## src/rtl/jam_sensor_conditioner_if.sv

```systemverilog
// rtl/jam_sensor_conditioner_if.sv - detector/jam signal bundle for jam_sensor_conditioner
// Purpose: groups the raw detector inputs and the conditioned jam outputs.
// Signals:
//   raw_occ_0..3    raw occupancy detector level per road (asynchronous, noisy)
//   jam_sensor_0..3 debounced jam indication per road
//   sensor_fault    stuck-high flag, bit i = road i
//   jam_count       number of jam_sensor_* currently high (0..4)
// Modports: master drives the detectors and observes results; slave is the conditioner.
interface jam_sensor_conditioner_if;
    logic       raw_occ_0;
    logic       raw_occ_1;
    logic       raw_occ_2;
    logic       raw_occ_3;
    logic       jam_sensor_0;
    logic       jam_sensor_1;
    logic       jam_sensor_2;
    logic       jam_sensor_3;
    logic [3:0] sensor_fault;
    logic [2:0] jam_count;

    modport master (
        output raw_occ_0, raw_occ_1, raw_occ_2, raw_occ_3,
        input  jam_sensor_0, jam_sensor_1, jam_sensor_2, jam_sensor_3,
        input  sensor_fault, jam_count
    );

    modport slave (
        input  raw_occ_0, raw_occ_1, raw_occ_2, raw_occ_3,
        output jam_sensor_0, jam_sensor_1, jam_sensor_2, jam_sensor_3,
        output sensor_fault, jam_count
    );
endinterface

```

## src/rtl/jam_sensor_conditioner.sv

```systemverilog
// rtl/jam_sensor_conditioner.sv - road-occupancy detector conditioner with debounce and stuck-high detection
// Purpose: synchronises four raw detector inputs, qualifies jam assert/release with
// hysteresis counters, and flags detectors stuck high (forcing their jam output low).
// Ports:
//   clk    system clock
//   rst_n  asynchronous active-low reset
//   bus    jam_sensor_conditioner_if.slave (raw_occ_* in; jam_sensor_*, sensor_fault, jam_count out)
module jam_sensor_conditioner #(
    parameter int ON_CYCLES    = 8,
    parameter int OFF_CYCLES   = 16,
    parameter int FAULT_CYCLES = 1024
) (
    input  logic                      clk,
    input  logic                      rst_n,
    jam_sensor_conditioner_if.slave   bus
);
    localparam int DBC_MAX = (ON_CYCLES > OFF_CYCLES) ? ON_CYCLES : OFF_CYCLES;
    localparam int DBC_W   = $clog2(DBC_MAX + 1);
    localparam int HC_W    = $clog2(FAULT_CYCLES + 1);

    localparam logic [DBC_W-1:0] ON_MAX    = DBC_W'(ON_CYCLES);
    localparam logic [DBC_W-1:0] OFF_MAX   = DBC_W'(OFF_CYCLES);
    localparam logic [DBC_W-1:0] DBC_ONE   = DBC_W'(1);
    localparam logic [HC_W-1:0]  FAULT_MAX = HC_W'(FAULT_CYCLES);

    typedef enum logic [1:0] {
        ST_CLEAR,
        ST_PEND_JAM,
        ST_JAMMED,
        ST_PEND_CLEAR
    } state_t;

    logic [3:0] raw;
    logic [3:0] sync1_d, sync1_q;
    logic [3:0] sync2_d, sync2_q;

    state_t            state_d [4];
    state_t            state_q [4];
    logic [DBC_W-1:0]  dbc_d   [4];
    logic [DBC_W-1:0]  dbc_q   [4];
    logic [HC_W-1:0]   hc_d    [4];
    logic [HC_W-1:0]   hc_q    [4];
    logic              jam_d   [4];
    logic              jam_q   [4];
    logic              fault_d [4];
    logic              fault_q [4];

    assign raw = {bus.raw_occ_3, bus.raw_occ_2, bus.raw_occ_1, bus.raw_occ_0};

    always_comb begin
        sync1_d = raw;
        sync2_d = sync1_q;
    end

    always_ff @(posedge clk or negedge rst_n) begin
        if (!rst_n) begin
            sync1_q <= '0;
            sync2_q <= '0;
        end else begin
            sync1_q <= sync1_d;
            sync2_q <= sync2_d;
        end
    end

    for (genvar i = 0; i < 4; i++) begin : g_road
        logic             s;
        logic [DBC_W-1:0] dbc_inc;

        assign s       = sync2_q[i];
        assign dbc_inc = dbc_q[i] + DBC_ONE;

        always_comb begin
            state_d[i] = state_q[i];
            dbc_d[i]   = dbc_q[i];
            fault_d[i] = fault_q[i];

            // Stuck-high counter saturates so a permanently high detector stays faulted.
            if (!s) begin
                hc_d[i] = '0;
            end else if (hc_q[i] == FAULT_MAX) begin
                hc_d[i] = hc_q[i];
            end else begin
                hc_d[i] = hc_q[i] + HC_W'(1);
            end

            if (hc_d[i] == FAULT_MAX) begin
                // Fault wins over any debounce transition this cycle.
                fault_d[i] = 1'b1;
                state_d[i] = ST_CLEAR;
                dbc_d[i]   = '0;
            end else if (fault_q[i]) begin
                // Faulted: dbc counts consecutive lows to clear the fault; road held clear.
                state_d[i] = ST_CLEAR;
                if (s) begin
                    dbc_d[i] = '0;
                end else if (dbc_inc == OFF_MAX) begin
                    fault_d[i] = 1'b0;
                    dbc_d[i]   = '0;
                end else begin
                    dbc_d[i] = dbc_inc;
                end
            end else begin
                case (state_q[i])
                    ST_CLEAR: begin
                        if (s) begin
                            if (ON_MAX == DBC_ONE) begin
                                state_d[i] = ST_JAMMED;
                                dbc_d[i]   = '0;
                            end else begin
                                state_d[i] = ST_PEND_JAM;
                                dbc_d[i]   = DBC_ONE;
                            end
                        end
                    end
                    ST_PEND_JAM: begin
                        if (!s) begin
                            state_d[i] = ST_CLEAR;
                            dbc_d[i]   = '0;
                        end else if (dbc_inc == ON_MAX) begin
                            state_d[i] = ST_JAMMED;
                            dbc_d[i]   = '0;
                        end else begin
                            dbc_d[i] = dbc_inc;
                        end
                    end
                    ST_JAMMED: begin
                        if (!s) begin
                            if (OFF_MAX == DBC_ONE) begin
                                state_d[i] = ST_CLEAR;
                                dbc_d[i]   = '0;
                            end else begin
                                state_d[i] = ST_PEND_CLEAR;
                                dbc_d[i]   = DBC_ONE;
                            end
                        end
                    end
                    ST_PEND_CLEAR: begin
                        if (s) begin
                            state_d[i] = ST_JAMMED;
                            dbc_d[i]   = '0;
                        end else if (dbc_inc == OFF_MAX) begin
                            state_d[i] = ST_CLEAR;
                            dbc_d[i]   = '0;
                        end else begin
                            dbc_d[i] = dbc_inc;
                        end
                    end
                    default: begin
                        state_d[i] = ST_CLEAR;
                        dbc_d[i]   = '0;
                    end
                endcase
            end

            // Output registered alongside the state so it tracks the state it enters.
            jam_d[i] = (state_d[i] == ST_JAMMED) || (state_d[i] == ST_PEND_CLEAR);
        end

        always_ff @(posedge clk or negedge rst_n) begin
            if (!rst_n) begin
                state_q[i] <= ST_CLEAR;
                dbc_q[i]   <= '0;
                hc_q[i]    <= '0;
                jam_q[i]   <= 1'b0;
                fault_q[i] <= 1'b0;
            end else begin
                state_q[i] <= state_d[i];
                dbc_q[i]   <= dbc_d[i];
                hc_q[i]    <= hc_d[i];
                jam_q[i]   <= jam_d[i];
                fault_q[i] <= fault_d[i];
            end
        end
    end

    assign bus.jam_sensor_0 = jam_q[0];
    assign bus.jam_sensor_1 = jam_q[1];
    assign bus.jam_sensor_2 = jam_q[2];
    assign bus.jam_sensor_3 = jam_q[3];
    assign bus.sensor_fault = {fault_q[3], fault_q[2], fault_q[1], fault_q[0]};
    assign bus.jam_count    = 3'(jam_q[0]) + 3'(jam_q[1]) + 3'(jam_q[2]) + 3'(jam_q[3]);
endmodule

```

## src/flat_wrapper.sv

```systemverilog
// flat-port wrapper written by rule: the top's interface ports become plain ports
module jam_sensor_conditioner_flat 
#(
    parameter int ON_CYCLES    = 8,
    parameter int OFF_CYCLES   = 16,
    parameter int FAULT_CYCLES = 1024
)
  (clk, rst_n, bus_raw_occ_0, bus_raw_occ_1, bus_raw_occ_2, bus_raw_occ_3, bus_jam_sensor_0, bus_jam_sensor_1, bus_jam_sensor_2, bus_jam_sensor_3, bus_sensor_fault, bus_jam_count);
  jam_sensor_conditioner_if bus_i ();
  input  logic clk;
  input  logic rst_n;
  input wire logic [$bits(bus_i.raw_occ_0)-1:0] bus_raw_occ_0;
  input wire logic [$bits(bus_i.raw_occ_1)-1:0] bus_raw_occ_1;
  input wire logic [$bits(bus_i.raw_occ_2)-1:0] bus_raw_occ_2;
  input wire logic [$bits(bus_i.raw_occ_3)-1:0] bus_raw_occ_3;
  output wire logic [$bits(bus_i.jam_sensor_0)-1:0] bus_jam_sensor_0;
  output wire logic [$bits(bus_i.jam_sensor_1)-1:0] bus_jam_sensor_1;
  output wire logic [$bits(bus_i.jam_sensor_2)-1:0] bus_jam_sensor_2;
  output wire logic [$bits(bus_i.jam_sensor_3)-1:0] bus_jam_sensor_3;
  output wire logic [$bits(bus_i.sensor_fault)-1:0] bus_sensor_fault;
  output wire logic [$bits(bus_i.jam_count)-1:0] bus_jam_count;
  assign bus_i.raw_occ_0 = bus_raw_occ_0;
  assign bus_i.raw_occ_1 = bus_raw_occ_1;
  assign bus_i.raw_occ_2 = bus_raw_occ_2;
  assign bus_i.raw_occ_3 = bus_raw_occ_3;
  assign bus_jam_sensor_0 = bus_i.jam_sensor_0;
  assign bus_jam_sensor_1 = bus_i.jam_sensor_1;
  assign bus_jam_sensor_2 = bus_i.jam_sensor_2;
  assign bus_jam_sensor_3 = bus_i.jam_sensor_3;
  assign bus_sensor_fault = bus_i.sensor_fault;
  assign bus_jam_count = bus_i.jam_count;
  jam_sensor_conditioner #(.ON_CYCLES(ON_CYCLES), .OFF_CYCLES(OFF_CYCLES), .FAULT_CYCLES(FAULT_CYCLES)) u_core (.clk(clk), .rst_n(rst_n), .bus(bus_i));
endmodule
```

## config.mk

```make
export PLATFORM = sky130hd
export DESIGN_NAME = jam_sensor_conditioner_flat
export DESIGN_NICKNAME = d
export VERILOG_FILES = /design/src/rtl/jam_sensor_conditioner_if.sv /design/src/rtl/jam_sensor_conditioner.sv /design/src/flat_wrapper.sv
export SDC_FILE = /design/constraint.sdc
export NUM_CORES = 1
export LEC_CHECK = 0
export ABC_CLOCK_PERIOD_IN_PS = 2910
export CORE_ASPECT_RATIO = 1.4
export CORE_UTILIZATION = 30
export CTS_CLUSTER_DIAMETER = 40
export DETAILED_ROUTE_END_ITERATION = 12
export PLACE_DENSITY = 0.45
export SKIP_CTS_REPAIR_TIMING = 1
export SLEW_MARGIN = 25
export SYNTH_ARGS = -nofsm -noshare
export SYNTH_HDL_FRONTEND = slang
export SYNTH_SLANG_ARGS = --single-unit
export TNS_END_PERCENT = 5
```

## constraint.sdc

```tcl
create_clock -name clk -period 2.91 [get_ports clk]
set_clock_uncertainty 0.1 [all_clocks]
set_input_delay 0.582 -clock clk [delete_from_list [all_inputs] [get_ports clk]]
set_output_delay 0.582 -clock clk [all_outputs]
set_load 0.05 [all_outputs]
```

==> impl_metrics.tcl, run 1 <==
set metrics [dict create \
    status "finished, final reports clean" \
    clock-root-buffer "clkbuf_16" \
    gp_congestion 0.806 \
    finalNetCount 664 \
    required_ns 3.03 \
    slowest_delay_ns 0.54 \
    post-route-period-util_pct 92.9 \
    cts_tree "done" \
    drt_iter0_drc 218 \
    rsz0062_at_grt "false" \
    port_buffers 16 \
    drv_slew 0 \
    diodes 0 \
    relSlewSlack_pct 54.4 \
    synth-async-reset-ratio_pct 100 \
    fillers 1822 \
    syn_avg_cell_area_sq_um 8.73 \
    critPathKind "flip-flop to flip-flop" \
    p_leak_nw 2.55 \
    min_path_type "primary input to asynchronous set/reset pin" \
    drc_errors 0 \
    p_per_area_nw_per_um2 423 \
    ios 17 \
    crit_arrival_ns 2.82 \
    wl_microns 12500 \
    clock.fmax_mhz 370 \
    yosys.cell_types.count 72 \
    ant_nets 0 \
    tns_ns 0 \
    antenna_found_initial 0 \
    dieArea_sq_um 19100 \
    start_util_pct 30.9 \
    vdd_drop_max_mv 0.237 \
    seq_area_frac_synth_pct 39.5 \
    cp_cell_sequence "nor4b_1, nand3_2, mux2i_1, or4b_4, a2111oi_4, buf_4, nor3b_1" \
    grt_pass1_wl_microns 21100 \
    vias 4590 \
    dieWidth_microns 117 \
    tightest_slew_ns 0.676 \
    syn_area_sq_um 5580 \
    die_h_microns 163 \
    gr-total-overflow 0 \
    period_needed_ns 2.70 \
    syn_inst 639 \
    wl_per_cell_microns 14.2 \
    numCtsBuffers 9 \
    grt_pass1_vias 4525 \
    place_hpwl_microns 8930 \
    synth-main-ff-cell "dfrtp_1" \
    cp_max_fo 9 \
    finalSetupViolCount 0 \
    post_dp_cell_area_sq_um 5970 \
    hold_viol 0 \
    clock_sinks 88 \
    coreArea_sq_um 18100 \
    htreeDepth 3 \
    grt_max_degree 89 \
    drv_cap 0 \
    drive_gt1_share_pct 7.34 \
    yosysWarnings 0 \
    dr.pass1.iters 4 \
    areaGrowthSynthToFinish_pct 11.9 \
    final_cell_area_sq_um 6240 \
    cts.reportedPaths.clkPinSlew_ns 0.06 \
    row_count 58 \
    synth_seq_cells 88 \
    cts_buffer_depth 2 \
    synth_fp_nets 664 \
    worstSkewPairLatency_ns 0.34 \
    synth_edf_count 0 \
    post-route-util_pct 34.5 \
    crit_path_end_kind "flip-flop" \
    routed_via_density 5.22 \
    slowest_stage "or4b_4" \
    cp-start-kind "flip-flop" \
    grtUsageTotal_pct 14.0 \
]
-- kinds of logic (layout without fill, tap and decap cells) --
logic type	count (synthesis)	after routing	share of synthesized area, %
buffers and inverters	60	61	4.35
AO/OA/AOI/OAI	130	130	15.7
AND/OR/NAND/NOR	283	283	26.5
adder cells (fa/ha/maj)	19	19	4.40
multiplexers	11	11	2.09
XOR/XNOR	48	48	7.54
flip-flops	88	88	39.5
-- placed cells by master, fill, tap and decap left out, types with 4 or more instances in the layout --
master and n:
nand2b_1 7, clkdlybuf4s50_1 12, nor4b_1 4, mux2i_1 6
o32ai_1 4, nand3_2 4, nor3_1 32, and2_1 7
a22oi_1 5, nand2_1 37, xnor2_1 23, nand3_1 31
buf_4 12, nor4_1 4, nand4_1 11, ha_1 18
and3_1 7, nor2b_1 5, o31ai_1 5, a21oi_1 40
o21ai_0 23, a311oi_1 5, dfrtp_1 88, xor2_1 25
nor2_1 96, a31oi_1 12, clkbuf_16 9, or3_1 7
inv_1 23, nor3b_1 7, mux2_2 5
-- cells in the mapped netlist (all sizes together) (2+ instances only) --
cell type,instances,area [sq um]
nand3,35,190
a311oi,5,43.8
a31oi,12,75.1
nor4,5,37.5
a22oi,5,37.5
and2,7,43.8
a2bb2oi,2,17.5
buf,11,58.8
nand4,11,68.8
or4,2,15.0
ha,18,225
and4b,3,30.0
nor4b,8,97.6
a32oi,3,26.3
inv,23,86.3
nand4b,2,17.5
o221ai,2,17.5
o311ai,2,17.5
nand3b,3,22.5
o21a,2,15.0
o21ai,23,115
xor2,25,219
dfrtp,88,2200
clkbuf,26,97.6
nor3b,7,52.6
o22ai,2,12.5
o31ai,5,37.5
nor2,96,360
a41oi,3,26.3
or3,7,43.8
mux2i,6,60.1
nand2,37,139
a21oi,40,200
a31o,2,17.5
nor3,32,160
a21boi,2,15.0
xnor2,23,201
and3,7,43.8
and4,3,27.5
or2,3,18.8
nand2b,7,43.8
mux2,5,56.3
o32ai,4,35.0
nor2b,5,31.3
-- worst max-delay path: cells and delay by family (launching register included) --
| kind | cells | cell delay (ns) |
|---|---|---|
| and+or+nand+nor | 4 | 1.34 |
| DFF | 1 | 0.45 |
| AOI/OAI and AO/OA | 1 | 0.32 |
| buffers and inverters | 1 | 0.21 |
| muxes | 1 | 0.18 |
-- where the power goes --
part / switching, W / leakage [nW] / internal [W] / total (W)
clock: 0.000458 / 0.126 / 0.000580 / 0.00104
combinational: 0.000151 / 1.25 / 0.000116 / 0.000267
sequential: 0.0000714 / 1.17 / 0.00126 / 0.00133
-- registers in the layout, summed over array words and instances (netlist names) --
register	cells
u_core.hc_q	44
u_core.bus.jam_sensor_3	1
u_core.sync1_q	4
u_core.state_q	8
u_core.dbc_q	20
u_core.bus.jam_sensor_2	1
u_core.sync2_q	4
u_core.bus.sensor_fault	4
u_core.bus.jam_sensor_0	1
u_core.bus.jam_sensor_1	1
-- layer usage --
metal	global-route usage (%)	up-vias	wire length (microns)
met5	0	-	0
met1	15.8	2190	5350
met4	7.83	0	423
met2	24.7	65	6420
li1	-	2303	-
met3	2.23	32	285
-- worst paths after layout --
kind / slack [ns] / startpoint / cells after the start / end
worst max-delay path: 0.21 / u_core.hc_q[38] / 7 / u_core.bus.jam_sensor_0
worst min-delay path: 0.17 / rst_n / 2 / u_core.hc_q[18]
worst max register to register: 0.21 / u_core.hc_q[38] / 7 / u_core.bus.jam_sensor_0
worst min register to register: 0.25 / u_core.sync1_q[1] / 0 / u_core.sync2_q[1]
max in group asynchronous: 2.16 / rst_n / 2 / u_core.dbc_q[16]
min in group clk: 0.25 / u_core.sync1_q[1] / 0 / u_core.sync2_q[1]
-- per-stage QoR --
stage	instances	hold WS (ns)	total power [W]	worst slack, ns
2_1_floorplan	639	0.186	0.00153	0.285
3_3_place_gp	868	0.233	0.00161	0.231
3_5_place_dp	868	0.239	0.00162	0.122
4_1_cts	880	0.203	0.00269	0.0972
5_1_grt	880	0.229	0.00277	0.0160
6_report	880	0.172	0.00264	0.206
-- cell type report --
type | instances | area (sq um) | share of cell area (%)
clock buffer | 10 | 239 | 3.83
sequential | 88 | 2200 | 35.3
timing repair buffer | 26 | 250 | 4.01
tap | 240 | 300 | 4.81
clock inverter | 2 | 10.0 | 0.160
multi-input combinational | 491 | 3150 | 50.5
inverter | 23 | 86.3 | 1.38
Power figures use the tool's default switching activity.
==> run 2, diff against run 1 <==
--- a/config.mk
+++ b/config.mk
@@ -10,6 +10,7 @@
 export CORE_UTILIZATION = 30
 export CTS_CLUSTER_DIAMETER = 40
 export DETAILED_ROUTE_END_ITERATION = 12
+export MAX_ROUTING_LAYER = met4
 export PLACE_DENSITY = 0.45
 export SKIP_CTS_REPAIR_TIMING = 1
 export SLEW_MARGIN = 25
==> run 2 against run 1 <==
  * Power hardly changed
  * Combinational power hardly changed
  * Wire length is 0.30% higher
  * Worst setup slack better by 0.0033 ns
  * Cell area stayed put
  * Core utilization stayed put
  * Sequential share of layout area stayed put
  * Critical path depth stayed put
  * Clock-buffer cell count stayed put
  * Final cell count stayed put
  * Via count is 0.24% lower
  * Critical path type unchanged
  * Highest routed layer unchanged
==> impl_metrics.tcl, run 2 (synthesis results as in run 1) <==
set metrics [dict create \
    tns_ns 0 \
    numCtsBuffers 9 \
    diodes 0 \
    dr.pass1.iters 4 \
    post_dp_cell_area_sq_um 5970 \
    ios 17 \
    finalNetCount 664 \
    areaGrowthSynthToFinish_pct 11.9 \
    post-route-period-util_pct 92.8 \
    vdd_drop_max_mv 0.233 \
    preCtsSetupSlack_ns 0.122 \
    drv_cap 0 \
    worstSkewPairLatency_ns 0.34 \
    drv_slew 0 \
    gr-total-overflow 0 \
    reg_top3 "u_core.hc_q x44, u_core.dbc_q x20, u_core.state_q x8" \
    mostFrequentLayoutCell "nor2_1" \
    grt_max_degree 89 \
    p_leak_nw 2.55 \
    fillers 1822 \
    cts_tree "done" \
    antenna_found_initial 0 \
    coreArea_sq_um 18100 \
    ant_nets 0 \
    vias 4579 \
    relSlewSlack_pct 54.8 \
    largest_register_ffs 44 \
    slowest_stage "or4b_4" \
    gp_congestion 0.818 \
    grt_pass1_wl_microns 21100 \
    wl_microns 12500 \
    clock-root-buffer "clkbuf_16" \
    finalSetupViolCount 0 \
    drt_iter0_drc 218 \
    port_buffers 16 \
    cp_cell_sequence "nor4b_1, nand3_2, mux2i_1, or4b_4, a2111oi_4, buf_4, nor3b_1" \
    worst-path-buf-inv 1 \
    row_count 58 \
    final_cell_area_sq_um 6240 \
    hold_viol 0 \
    wl_per_cell_microns 14.2 \
    htreeDepth 3 \
    post-route-util_pct 34.5 \
    cts.reportedPaths.clkPinSlew_ns 0.06 \
    cp-start-kind "flip-flop" \
    crit_arrival_ns 2.82 \
    rsz0062_at_grt "false" \
    cp_max_fo 9 \
    place_hpwl_microns 8930 \
    start_util_pct 30.9 \
    layout_common_cells "nor2_1, dfrtp_1, a21oi_1" \
    regMostFlops "u_core.hc_q" \
    status "finished, final reports clean" \
    grtUsageTotal_pct 14.4 \
    p_per_area_nw_per_um2 422 \
    clock.fmax_mhz 370 \
    clock_sinks 88 \
    dieWidth_microns 117 \
    dieArea_sq_um 19100 \
    min_path_type "primary input to asynchronous set/reset pin" \
    period_needed_ns 2.70 \
    worst_slack_ns 0.209 \
    required_ns 3.03 \
    cts_buffer_depth 2 \
    routed_via_density 5.20 \
    drive_gt1_share_pct 7.34 \
    drc_errors 0 \
    die_h_microns 163 \
    tightest_slew_ns 0.671 \
    path_delay_family "simple AND/OR/NAND/NOR gates" \
    critPathKind "flip-flop to flip-flop" \
    crit_path_end_kind "flip-flop" \
    slowest_delay_ns 0.54 \
    grt_pass1_vias 4539 \
]
run 2: cell counts in the layout (fill, tap and decap cells not counted):
Identical to the previous run, type by type.
run 2: final timing paths:
| kind | slack (ns) | start | cells past startpoint | to |
|---|---|---|---|---|
| max in group asynchronous | 2.15 | rst_n | 2 | u_core.dbc_q[16] |
| setup reg to reg | 0.21 | u_core.hc_q[38] | 7 | u_core.bus.jam_sensor_0 |
| setup / recovery | 0.21 | u_core.hc_q[38] | 7 | u_core.bus.jam_sensor_0 |
| min in group clk | 0.25 | u_core.sync1_q[1] | 0 | u_core.sync2_q[1] |
| hold reg to reg | 0.25 | u_core.sync1_q[1] | 0 | u_core.sync2_q[1] |
| hold / removal | 0.17 | rst_n | 2 | u_core.hc_q[18] |
run 2: stage by stage:
step,instances,hold WS [ns],power (W)
floorplan,639,0.186,0.00153
CTS,880,0.203,0.00269
global route,880,0.232,0.00277
finish,880,0.173,0.00264
global placement,868,0.233,0.00161
detailed placement,868,0.239,0.00162
run 2: per-layer routing:
layer | up-vias | routed length, microns | track usage, %
met5 | - | 0 | -
li1 | 2300 | - | -
met1 | 2188 | 5360 | 15.7
met3 | 30 | 270 | 2.23
met2 | 61 | 6510 | 24.7
met4 | 0 | 374 | 7.83
run 2: layout make-up:
cell class,instances,area (sq um),area share (%)
clock buffers,10,239,3.83
clock inverters,2,10.0,0.160
inverters,23,86.3,1.38
multi-input cells,491,3150,50.5
flip-flops and latches,88,2200,35.3
well taps,240,300,4.81
repair buffers,26,250,4.01
run 2: where the power goes:
part	total (W)	internal [W]	switching (W)	leakage, nW
logic	0.000268	0.000116	0.000151	1.25
registers	0.00133	0.00126	0.0000714	1.17
clock network	0.00104	0.000580	0.000456	0.126
